--- config.mk ---
export PLATFORM = sky130hd
export DESIGN_NAME = instr_fetch_unit
export DESIGN_NICKNAME = d
export VERILOG_FILES = /design/src/rtl/ifu_pkg.sv /design/src/rtl/ifu_pc_reg.sv /design/src/rtl/instr_fetch_unit.sv
export SDC_FILE = /design/constraint.sdc
export NUM_CORES = 1
export LEC_CHECK = 0
export CORE_MARGIN = 4
export CORE_UTILIZATION = 34
export CTS_CLUSTER_SIZE = 8
export DETAILED_ROUTE_END_ITERATION = 8
export SYNTH_ARGS = -nofsm -noshare
export SYNTH_HDL_FRONTEND = slang
export SYNTH_SLANG_ARGS = --single-unit
--- constraint.sdc ---
create_clock -name clk -period 11.45 [get_ports clk]
set_clock_uncertainty 0.2 [all_clocks]
set_input_delay 2.29 -clock clk [delete_from_list [all_inputs] [get_ports clk]]
set_output_delay 2.29 -clock clk [all_outputs]
set_load 0.01 [all_outputs]
--- src/rtl/ifu_pkg.sv ---
// Shared types and constants for the instruction fetch unit.
package ifu_pkg;

  typedef enum logic {
    RUN  = 1'b0,
    HALT = 1'b1
  } ifu_state_t;

  localparam int          INSTR_W            = 32;
  localparam int          PC_INC             = 4;
  localparam logic [31:0] DEFAULT_RESET_PC   = 32'h0000_0000;
  localparam int          DEFAULT_IMEM_BYTES = 128;

  // Redirect targets are forced onto a word boundary.
  function automatic logic [31:0] align_pc(input logic [31:0] p);
    return p & ~32'd3;
  endfunction

endpackage

--- src/rtl/ifu_pc_reg.sv ---
// Program counter: register, +4 adder, redirect alignment and next-PC priority mux.
module ifu_pc_reg
  import ifu_pkg::*;
#(
  parameter logic [31:0] RESET_PC = DEFAULT_RESET_PC
) (
  input  logic        clk,
  input  logic        reset,
  input  logic        redir_valid,
  input  logic [31:0] redir_pc,
  input  logic        advance,
  output logic [31:0] pc
);

  logic [31:0] pc_next;

  // Redirect outranks advance; with neither, the PC holds.
  always_comb begin
    pc_next = pc;
    if (redir_valid) begin
      pc_next = align_pc(redir_pc);
    end else if (advance) begin
      pc_next = pc + 32'(PC_INC);
    end
  end

  always_ff @(posedge clk or posedge reset) begin
    if (reset) begin
      pc <= RESET_PC;
    end else begin
      pc <= pc_next;
    end
  end

endmodule

--- src/rtl/instr_fetch_unit.sv ---
// Fetch stage: PC, IF output register with valid/ready toward decode, handshake counter.
// Optional bounds fault with HALT state is enabled by defining IFU_BOUNDS_CHECK_EN.
module instr_fetch_unit
  import ifu_pkg::*;
#(
  parameter logic [31:0] RESET_PC    = DEFAULT_RESET_PC,
  parameter int          IMEM_ADDR_W = 7,
  parameter int          IMEM_BYTES  = DEFAULT_IMEM_BYTES,
  parameter int          CNT_W       = 16
) (
  input  logic                   clk,
  input  logic                   reset,
  output logic [IMEM_ADDR_W-1:0] imem_addr,
  input  logic [INSTR_W-1:0]     imem_data,
  input  logic                   redir_valid,
  input  logic [31:0]            redir_pc,
  output logic                   if_valid,
  output logic [INSTR_W-1:0]     if_instr,
  output logic [31:0]            if_pc,
  input  logic                   id_ready,
  output logic                   halted,
  output logic [CNT_W-1:0]       fetch_cnt
);

  // Handshake: the IF register transfers to decode on an edge where
  // if_valid && id_ready. The register may be refilled whenever it is empty
  // or being drained (adv); otherwise it and the PC hold.
  logic        adv;
  logic        fetch;
  logic        bounds_fault;
  logic [31:0] pc;
  ifu_state_t  state;

  assign adv       = !if_valid || id_ready;
  assign imem_addr = pc[IMEM_ADDR_W-1:0];

`ifdef IFU_BOUNDS_CHECK_EN
  ifu_state_t state_next;

  assign bounds_fault = (pc >= 32'(IMEM_BYTES));

  always_ff @(posedge clk or posedge reset) begin
    if (reset) begin
      state <= RUN;
    end else begin
      state <= state_next;
    end
  end

  // Only a redirect (or reset) leaves HALT.
  always_comb begin
    state_next = state;
    case (state)
      RUN: begin
        if (!redir_valid && adv && bounds_fault) begin
          state_next = HALT;
        end
      end
      HALT: begin
        if (redir_valid) begin
          state_next = RUN;
        end
      end
      default: state_next = RUN;
    endcase
  end
`else
  assign bounds_fault = 1'b0;
  assign state        = RUN;
`endif

  assign halted = (state == HALT);
  assign fetch  = !redir_valid && adv && (state == RUN) && !bounds_fault;

  ifu_pc_reg #(
    .RESET_PC (RESET_PC)
  ) u_pc_reg (
    .clk         (clk),
    .reset       (reset),
    .redir_valid (redir_valid),
    .redir_pc    (redir_pc),
    .advance     (fetch),
    .pc          (pc)
  );

  // A handshake coinciding with a redirect is still counted before the flush.
  always_ff @(posedge clk or posedge reset) begin
    if (reset) begin
      if_valid  <= 1'b0;
      if_instr  <= '0;
      if_pc     <= '0;
      fetch_cnt <= '0;
    end else begin
      if (if_valid && id_ready) begin
        fetch_cnt <= fetch_cnt + CNT_W'(1);
      end
      if (redir_valid) begin
        if_valid <= 1'b0;
      end else if (fetch) begin
        if_valid <= 1'b1;
        if_instr <= imem_data;
        if_pc    <= pc;
      end else if (adv) begin
        if_valid <= 1'b0;
      end
    end
  end

endmodule

# ---- Yosys cells after proc, flatten, opt, wreduce, memory -nomap -nowiden
# Index checks and enable logic that the tools add are counted.
dict set report word_totals {
  reg_bits 113
  inputBits 68
  out_inout_bits 89
  word_cells 21
}
dict set report op_classes {
  add_sub_neg 2
  mux 5
  n_bitwise 1
  reduce_logical 8
}
# operator count
set op_table {}
lappend op_table {{32-bit two-way mux} 2}
lappend op_table {{32-bit by 3-bit adder with 32-bit output (second input constant)} 1}
lappend op_table {{16-bit by 1-bit adder with 16-bit output (second input constant)} 1}
lappend op_table {{1-bit two-way mux} 3}
lappend op_table {{3-bit nonzero test} 1}
lappend op_table {{1-bit logical AND} 2}
lappend op_table {{1-bit zero test} 2}
lappend op_table {{2-bit AND reduction} 1}
lappend op_table {{2-bit nonzero test} 1}
lappend op_table {{1-bit logical OR} 1}
lappend op_table {{1-bit NOT} 1}

# ---- Logic depth before layout (Yosys ltp)
# Gate-level depths: netlist (run 1).
dict set report logic_depth {
  word_depth 5
  ltp_mapped 6
  ltp_nobuf 5
}

# ---- Cells and area by module
# From an unflattened synthesis (run 1), not the netlist that was laid out.
dict set report hier_totals {
  hier_cells 400
  hier_area_um2 4983.5
}
# mod instances cells_each area_each_um2 seq_area_each_um2
set modules_own_cells {}
lappend modules_own_cells {instr_fetch_unit 1 203 3195.6 2026.9}
lappend modules_own_cells {ifu_pc_reg 1 197 1788.0 750.7}

# ---- Worst setup path after synthesis (run 1)
# No wires, ideal clock.
dict set report synth_path {
  path_type {input port to flip-flop}
  from {input port id_ready}
  to {register u_pc_reg.pc[17]}
  arrival_ns 3.682
  setup_slack_ns 7.486
  cell_stages 5
  n_path_buf 1
  cell_sequence {nor2b_1 > or4_4 > buf_6 > or4_1 > a31oi_1}
}
dict set report synth_via {
  elab_chain_cells 3
}
# element line_no
set synth_lines {}
lappend synth_lines {{start, declared} instr_fetch_unit.sv:20} ;# input logic id_ready,
lappend synth_lines {{1-bit logical OR} instr_fetch_unit.sv:34} ;# assign adv = !if_valid || id_ready;
lappend synth_lines {{1-bit logical AND} instr_fetch_unit.sv:73} ;# assign fetch = !redir_valid && adv && (state == RUN) && !bounds_fault;
lappend synth_lines {{2-bit nonzero test (no source line)} n/a}
lappend synth_lines {{end signal, assigned} ifu_pc_reg.sv:31} ;# pc <= pc_next;
lappend synth_lines {{end, declared} ifu_pc_reg.sv:12} ;# output logic [31:0] pc
# No other way between the ends.
# A chain may end at the register's enable or synchronous reset.

# ---- Final worst setup path (run 1)
dict set report layout_path {
  from {input port id_ready}
  to {register u_pc_reg.pc[24]}
}
# The elaborated chain is that of the path after synthesis.

==> run summary, run 1 <==
The logs give 0 for the remaining global-route overflow and 13900 um^2 for the core area. The count of unique library cells instantiated by Yosys was 36. For the worst setup path, the data required time is 11520 ps. The clock tree synthesis step divided the H-tree into 3 levels. Relative to the synthesized area, the layout overhead comes to 39.9%. In this run the worst path has a maximum fanout of 21.

From bottom edge to top edge, the die measures 127 um. At the pin with the least slew margin, the transition time is 966 ps. Once layout is done, the placed cells without fillers occupy 6790 um^2. The wire length reported by the detailed router was 12.0 mm; the buffer count from post-CTS setup fixing was 0. The CTS root buffer is clkbuf_16. For this run, the total global-route usage over all layers was measured as 14.7%.

The worst register-to-register path ends at u_pc_reg.pc[24]$_DFFE_PP0N_. The internal power contribution was 788 uW; the diode insertion count for antenna repair was 0. The tools report the normalized max-slew margin as 35.5%. The tools report the DRC violation total after the first TritonRoute iteration as 183. The area enclosed by the die boundary came out at 16200 um^2. Summed over all cells, the static leakage comes to 2.69 nW. The part of the power in the clock network is 32.0%.

For this design, the sink count on the clock tree is 109. The instance area after placement was 6460 um^2. The mean cell area of the mapped netlist was 12.0 um^2. Setup repair after global routing left no endpoint under its margin. The die is 127 um wide. Once detail routing completed, the nets flagged for antenna violations numbered 0. The number of cells on the worst reg-to-reg path is 4.

For the cell area after synthesis, the log shows 4850 um^2. The path class of the tightest hold or removal check is flop to flop. The analysis attributes to net switching a power of 273 uW. Launch instance of the worst register-to-register path: if_valid$_DFFE_PP0P_.

Final max-slew violation count: 0. The worst hold path terminates at fetch_cnt[15]$_DFFE_PP0P_. After clock tree synthesis, the clock-pin slew on the worst setup and hold paths is 70 ps. In this run the count of I/O pins placed on the die edge is 157. Gates resized during post-CTS repair numbered 0. Data arrives at the worst endpoint at 4670 ps. The average via count per standard cell was 5.09. In this run the most critical hold path is launched from fetch_cnt[15]$_DFFE_PP0P_.

Sequential cells account for 45.8% of the total power. The run gives 0 as the initial antenna violation count. The final layout contains 614 nets. Power spread over the standard cell area amounts to 156 nW/um^2. The count of endpoints failing hold in the final timing report is 0, and the share of final-layout standard cells stronger than drive strength 1 is 15.8%. STA classifies the critical path startpoint as a primary input. Setup violations remaining at the end of the flow were counted as 0. Clock latency on the worst-skew pair, taken at its later pin, is 350 ps.

The pre-antenna-repair detailed-routing pass consisted of 4 iterations. Across the run, the number of max-cap violations was 0. Synthesis produced a netlist whose cell count is 406.

Synthesis inferred 109 register bits. The Yosys step of the flow raised 0 warnings. The initial utilization of the core area, before any placement, comes to 34.8%. Entering global routing, the biggest net connects 63 pins. Of the total power, the share spent switching nets is 25.7%. The tools report the post-cts hold buffer count as 0.

The fraction of power consumed by combinational cells is 22.2%. Once detailed placement completed, the half-perimeter wirelength came to 8.64 mm. The routed design could run at a clock period as short as 4600 ps.

The run finished with clean final reports. Derived from the worst setup path, the maximum achievable clock frequency is 217 MHz. At the end of routability-driven placement, the weighted congestion stood at 0.750.

The final period utilization was 40.2%; the register area share after synthesis was 56.2%. The run gives 8830 ps as the worst reg-to-reg setup slack. Accumulated negative setup slack: 0 ps. The category of the worst setup path capture point is a flop.

The final route contains 3707 vias. The post-detailed-route DRC marker count is 0. TritonCTS built the clock tree.

The via count of the first global-routing pass is 3717. The wire length of the first global-routing pass was 19.0 mm. The number of input and output port buffers inserted was 149; the clock tree buffer depth was 2. The average wire per standard cell is 16.5 um, and the row count is 43. Counting the buffers created by CTS gives 9. The depth of the worst hold-timing path is 1.

The critical setup path kind was primary input to flop. IR analysis of the VDD net gives a maximum drop of 64.2 uV.
critical path, stage by stage:
cell             delay (ps)
clkdlybuf4s50_1         550
nor2b_1                 170
or4b_1                  890
or4_1                   600
a31oi_1                 160
through the flow:
step / std cells / power [mW] / worst slack, ps / utilization [%] / hold slack (ps)
6_report: 729 / 1.06 / 6850 / 48.7 / 270
5_1_grt: 729 / 1.11 / 6710 / 48.7 / 275
4_1_cts: 729 / 1.08 / 6840 / 48.7 / 270
3_5_place_dp: 713 / 0.733 / 6470 / 46.4 / 261
3_3_place_gp: 713 / 0.727 / 6490 / 46.4 / 258
2_1_floorplan: 410 / 0.592 / 6090 / - / 294
power by group through the flow:
stage                     logic, mW  registers (mW)  clock network [mW]
after floorplan              0.0877           0.504                   0
after global placement        0.237           0.490                   0
after detailed placement      0.240           0.494                   0
after CTS                     0.241           0.487               0.350
after global routing          0.254           0.495               0.364
final                         0.235           0.486               0.340
worst max path at each step:
stage               slack, ps                           to     start  depth (start not counted)
floorplan                6090     fetch_cnt[0]$_DFFE_PP0P_     reset                          1
global placement         6490  u_pc_reg.pc[24]$_DFFE_PP0N_  id_ready                          5
detailed placement       6470  u_pc_reg.pc[24]$_DFFE_PP0N_  id_ready                          5
CTS                      6840  u_pc_reg.pc[24]$_DFFE_PP0N_  id_ready                          5
global route             6710  u_pc_reg.pc[24]$_DFFE_PP0N_  id_ready                          5
finish                   6850  u_pc_reg.pc[24]$_DFFE_PP0N_  id_ready                          5
synth_stat cells:
| master | number | area [um^2] |
|---|---|---|
| o211ai_1 | 6 | 45.0 |
| nor2_1 | 18 | 67.6 |
| xor2_1 | 11 | 96.3 |
| or4_4 | 1 | 11.3 |
| nand4bb_1 | 1 | 11.3 |
| o31ai_1 | 12 | 90.1 |
| dfrtp_1 | 109 | 2730 |
| a22oi_1 | 1 | 7.51 |
| mux2_2 | 63 | 709 |
| ha_1 | 2 | 25.0 |
| and3_1 | 3 | 18.8 |
| buf_4 | 10 | 75.1 |
| nor3_1 | 3 | 15.0 |
| clkbuf_2 | 1 | 5.00 |
| nand3_2 | 1 | 10.0 |
| a31oi_1 | 13 | 81.3 |
| nand3_1 | 23 | 115 |
| or4_1 | 19 | 143 |
| and2_1 | 1 | 6.26 |
| conb_1 | 1 | 3.75 |
| nor4_1 | 4 | 25.0 |
| nand2_1 | 30 | 113 |
| mux2i_1 | 1 | 10.0 |
| xnor2_1 | 12 | 105 |
| o21ai_0 | 11 | 55.1 |
| nand4_1 | 9 | 56.3 |
| o31a_1 | 2 | 17.5 |
| nor2b_1 | 2 | 12.5 |
| and4_1 | 6 | 52.6 |
| or2_2 | 3 | 18.8 |
| nand2b_1 | 2 | 12.5 |
| clkbuf_1 | 17 | 63.8 |
| or3_1 | 1 | 6.26 |
| or4b_1 | 1 | 10.0 |
| buf_6 | 1 | 11.3 |
| inv_1 | 5 | 18.8 |
cell type report:
| type | count | area (um^2) |
|---|---|---|
| clock buffers | 13 | 260 |
| clock inverters | 3 | 67.6 |
| fillers | 1252 | 7150 |
| inverters | 5 | 21.3 |
| multi-input cells | 267 | 1970 |
| flip-flops and latches | 109 | 2730 |
| well taps | 180 | 225 |
| repair buffers | 152 | 1510 |
cell usage in the layout, fill, tap and decap left out, types with 2 or more instances in the layout:
| cell | instances |
|---|---|
| clkdlybuf4s50_1 | 149 |
| dfrtp_1 | 109 |
| mux2_2 | 63 |
| nand2_1 | 30 |
| nand3_1 | 23 |
| or4_1 | 19 |
| nor2_1 | 17 |
| a31oi_1 | 13 |
| xnor2_1 | 12 |
| o31ai_1 | 12 |
| xor2_1 | 11 |
| o21ai_0 | 11 |
| nand4_1 | 9 |
| clkbuf_16 | 9 |
| and4_1 | 6 |
| o211ai_1 | 6 |
| conb_1 | 5 |
| nor4_1 | 4 |
| inv_1 | 4 |
| or2_2 | 3 |
| and3_1 | 3 |
| nor3_1 | 3 |
| buf_4 | 3 |
| nor2b_1 | 2 |
| nand2b_1 | 2 |
| o31a_1 | 2 |
| ha_1 | 2 |
| clkbuf_8 | 2 |
| bufinv_16 | 2 |
| clkbuf_1 | 2 |
flip-flops by register name (all words and copies together) (netlist names):
register / count
if_instr: 32
if_pc: 30
u_pc_reg.pc: 30
if_valid: 1
fetch_cnt: 16
cells by family after synthesis:
family / synth area share [%]
simple gates: 14.5
flops: 56.2
mux: 14.8
compound gates: 6.11
buf+inv: 3.58
xor+xnor: 4.15
fa+ha+maj: 0.516
other cells: 0.0773
layer usage:
| layer | vias up | track usage, % | share of wire, % | routed length (um) |
|---|---|---|---|---|
| met3 | 15 | 3.01 | 4.6 | 551 |
| met2 | 96 | 24.7 | 51 | 6180 |
| met1 | 1852 | 18.5 | 42 | 5090 |
| met5 | - | 0 | 0 | 0 |
| li1 | 1744 | - | - | - |
| met4 | 0 | 6.31 | 1.8 | 221 |
Power figures use the tool's default switching activity.
==> inputs of run 2 (changes only) <==
clock period = 4.5 ns   (was 11.45 ns; I/O delays follow)
==> run 2 against run 1 <==
  * Flip-flop and latch count unchanged
  * Combinational power grew to 2.6 times the previous value
  * Setup slack worse by 5600 ps
  * Global-route usage increased by 0.53 points
  * First-iteration DRC count shrank 11%
  * Sequential power increased to 2.5 times the previous value
  * Die area unchanged
  * Hold slack improved by 8.5 ps
  * Critical path depth stayed put
  * Critical endpoint unchanged
==> run summary, run 2 (synthesis results as in run 1) <==
The flow ran to the end, and the final reports show no timing, DRC or antenna violations. The buffer count from post-CTS setup fixing was 0; the remaining antenna violation count after routing was 0. Diode insertion count for antenna repair: 0. The worst register-to-register path has a setup slack of 1860 ps. For the maximum number of pins on one net before global-route repair, the log shows 65. Final-report setup violation count: 0. In the final layout, the registers with the most flip-flops are if_instr x32, if_pc x30, u_pc_reg.pc x30. The initial antenna violation count was 0.

Setup repair after global routing left no endpoint under its margin. For this run, the slowest stage of the critical path takes 890 ps. The tools report the clock tree buffer depth as 2. On the critical path, the stage with the largest delay is an instance of or4b_1. For the final max-slew violation count, the log shows 0. Utilization of the core after routing: 48.4%. The peak ir drop on the vdd network is 172 uV, and the maximum clock frequency is 308 MHz. Prior to clock tree synthesis, the placed netlist has a worst setup slack of 894 ps. The number of buffer and inverter instances along the worst setup path works out to 1. Using the TritonRoute via totals, the vias-per-cell ratio works out to 5.00. The H-tree depth reported by CTS is 3.

The critical path goes through clkdlybuf4s50_1 > nor2b_1 > or4b_1 > or4_1 > a31oi_1. The detailed router finished its first iteration with 162 violations. The tools report the count of boundary I/O pins as 157. After clock tree synthesis, the clock-pin slew on the worst setup and hold paths is 70 ps. Once placement completed, the tool counted placed cells totaling 715. The number of input and output port buffers inserted was 149.

The accumulated negative setup slack was 0 ps. After floorplanning, the core was sized to cover 13900 um^2. Leaving out fill and tap cells, the most frequent cells in the layout are 149 x clkdlybuf4s50_1, 109 x dfrtp_1, 63 x mux2_2, 30 x nand2_1, 23 x nand3_1.

Once the floorplan was initialized, standard cells occupied 34.8% of the core. The final layout contains routed wiring with a total length of 12.1 mm. The count of endpoints failing hold in the final timing report is 0. Of all nets on the critical path, the largest fanout is 21. The run gives 0 as the post-detailed-route DRC marker count. After clock tree synthesis, the flow added hold-fix buffers numbering 0. TritonCTS built the clock tree. For hold timing, the worst endpoint is fetch_cnt[15]$_DFFE_PP0P_. The row count is 43.

In this run the vertical extent of the chip is 127 um. The number of cell instances on the worst register-to-register path was 4. The largest delay contributor family on the critical path is simple AND/OR/NAND/NOR gates. STA classifies the critical path startpoint as a primary input.

The most common cell after layout, fill and taps aside was clkdlybuf4s50_1. STA puts the critical path data arrival time at 3320 ps. The startpoint identified for the worst hold timing path is fetch_cnt[15]$_DFFE_PP0P_. The register name with the most flops is if_instr.

In this run the static leakage power is 2.68 nW. The design draws 2.57 mW. The type of the most critical hold path is flop to flop. Counting every sink on the clock net gives 109. For the area enclosed by the die boundary, the log shows 16200 um^2.

For this run, the post-layout net count is 616. Subtracting the final worst setup slack from the clock period gives 3240 ps. The first global-routing pass estimated 19.7 mm of wire. The tools report the remaining global-route overflow as 0.

The average wire per standard cell is 16.6 um. The total of fill cells in the finished design is 1266, and the post-route worst setup slack is 1260 ps. Compared with the post-synthesis result, the final layout area differs by 39.1%. The routability congestion estimate is 0.747, and the number of standard cells in the layout, taps in and fillers out is 730.

The horizontal extent of the die works out to 127 um. The setup path with the least slack is of type primary input to flop. The post-DP HPWL is 8.66 mm. The clock reaches the later pin of the worst-skew pair after 350 ps. STA classifies the critical path endpoint as a flop.

The count of max-cap constraint violations is 0, and the depth of the worst hold-timing path is 1. The endpoint identified for the worst register-to-register timing path is u_pc_reg.pc[24]$_DFFE_PP0N_. In this run, post-CTS repair resized a total of 0 instances. Of the cells placed in the final design, the portion with a size suffix greater than 1 is 15.8%. The final critical path takes up 72.1% of the cycle. The tools report the launch instance of the worst register-to-register path as if_valid$_DFFE_PP0P_. The global-route usage over all layers was 15.3%; the number of buffers added by the clock tree synthesis step was 9. The pre-antenna-repair detailed-routing pass consisted of 4 iterations. At the pin with the least slew margin, the transition time is 685 ps. The tools report the via count of the first global-routing pass as 3743. In this run the power density over the cells is 380 nW/um^2.

Flip-flop count of the largest register, all copies and words added: 32. The detailed router placed 3649 vias in this run. The tools report the normalized max-slew margin as 54.3%.

At the worst endpoint, the required time is 4570 ps. The tree is rooted in a clkbuf_16.
run 2: worst max-delay path by stage:
stage	start	to	slack [ps]	depth (start not counted)
6_report	id_ready	u_pc_reg.pc[24]$_DFFE_PP0N_	1260	5
5_1_grt	id_ready	u_pc_reg.pc[24]$_DFFE_PP0N_	1140	5
4_1_cts	id_ready	u_pc_reg.pc[20]$_DFFE_PP0N_	1260	5
3_5_place_dp	id_ready	u_pc_reg.pc[24]$_DFFE_PP0N_	890	5
3_3_place_gp	id_ready	u_pc_reg.pc[24]$_DFFE_PP0N_	910	5
2_1_floorplan	reset	fetch_cnt[0]$_DFFE_PP0P_	530	1
run 2: through the flow:
stage	hold slack, ps	area [um^2]
after global routing	299	6750
after CTS	293	6750
after detailed placement	280	6490
after global placement	257	6490
after floorplan	294	4870
final	278	6750
run 2: area by class of cell:
cell class / count / area, um^2 / share of cell area [%]
flip-flops and latches: 109 / 2730 / 40.4
clock inverters: 2 / 10.0 / 0.148
clock buffers: 13 / 250 / 3.71
inverters: 5 / 21.3 / 0.315
well taps: 180 / 225 / 3.34
repair buffers: 154 / 1540 / 22.8
multi-input cells: 267 / 1970 / 29.2
run 2: per-layer routing:
| layer | global-route usage [%] | up-vias | routed length (um) |
|---|---|---|---|
| met5 | 0 | - | 0 |
| met4 | 6.37 | 0 | 233 |
| met3 | 3.18 | 14 | 542 |
| met2 | 25.1 | 86 | 6040 |
| met1 | 19.6 | 1799 | 5280 |
| li1 | - | 1750 | - |
run 2: power by group:
part / total, mW / internal [mW] / switching [mW] / leakage [nW]
combinational: 0.605 / 0.373 / 0.232 / 1.26
clock: 0.728 / 0.387 / 0.341 / 0.129
sequential: 1.23 / 1.12 / 0.118 / 1.29
run 2: worst reg2reg max path, cell delays in order (launching register included):
cell     delay, ps
dfrtp_1        460
nor2b_1        240
or4b_1         890
or4_1          600
a31oi_1        160
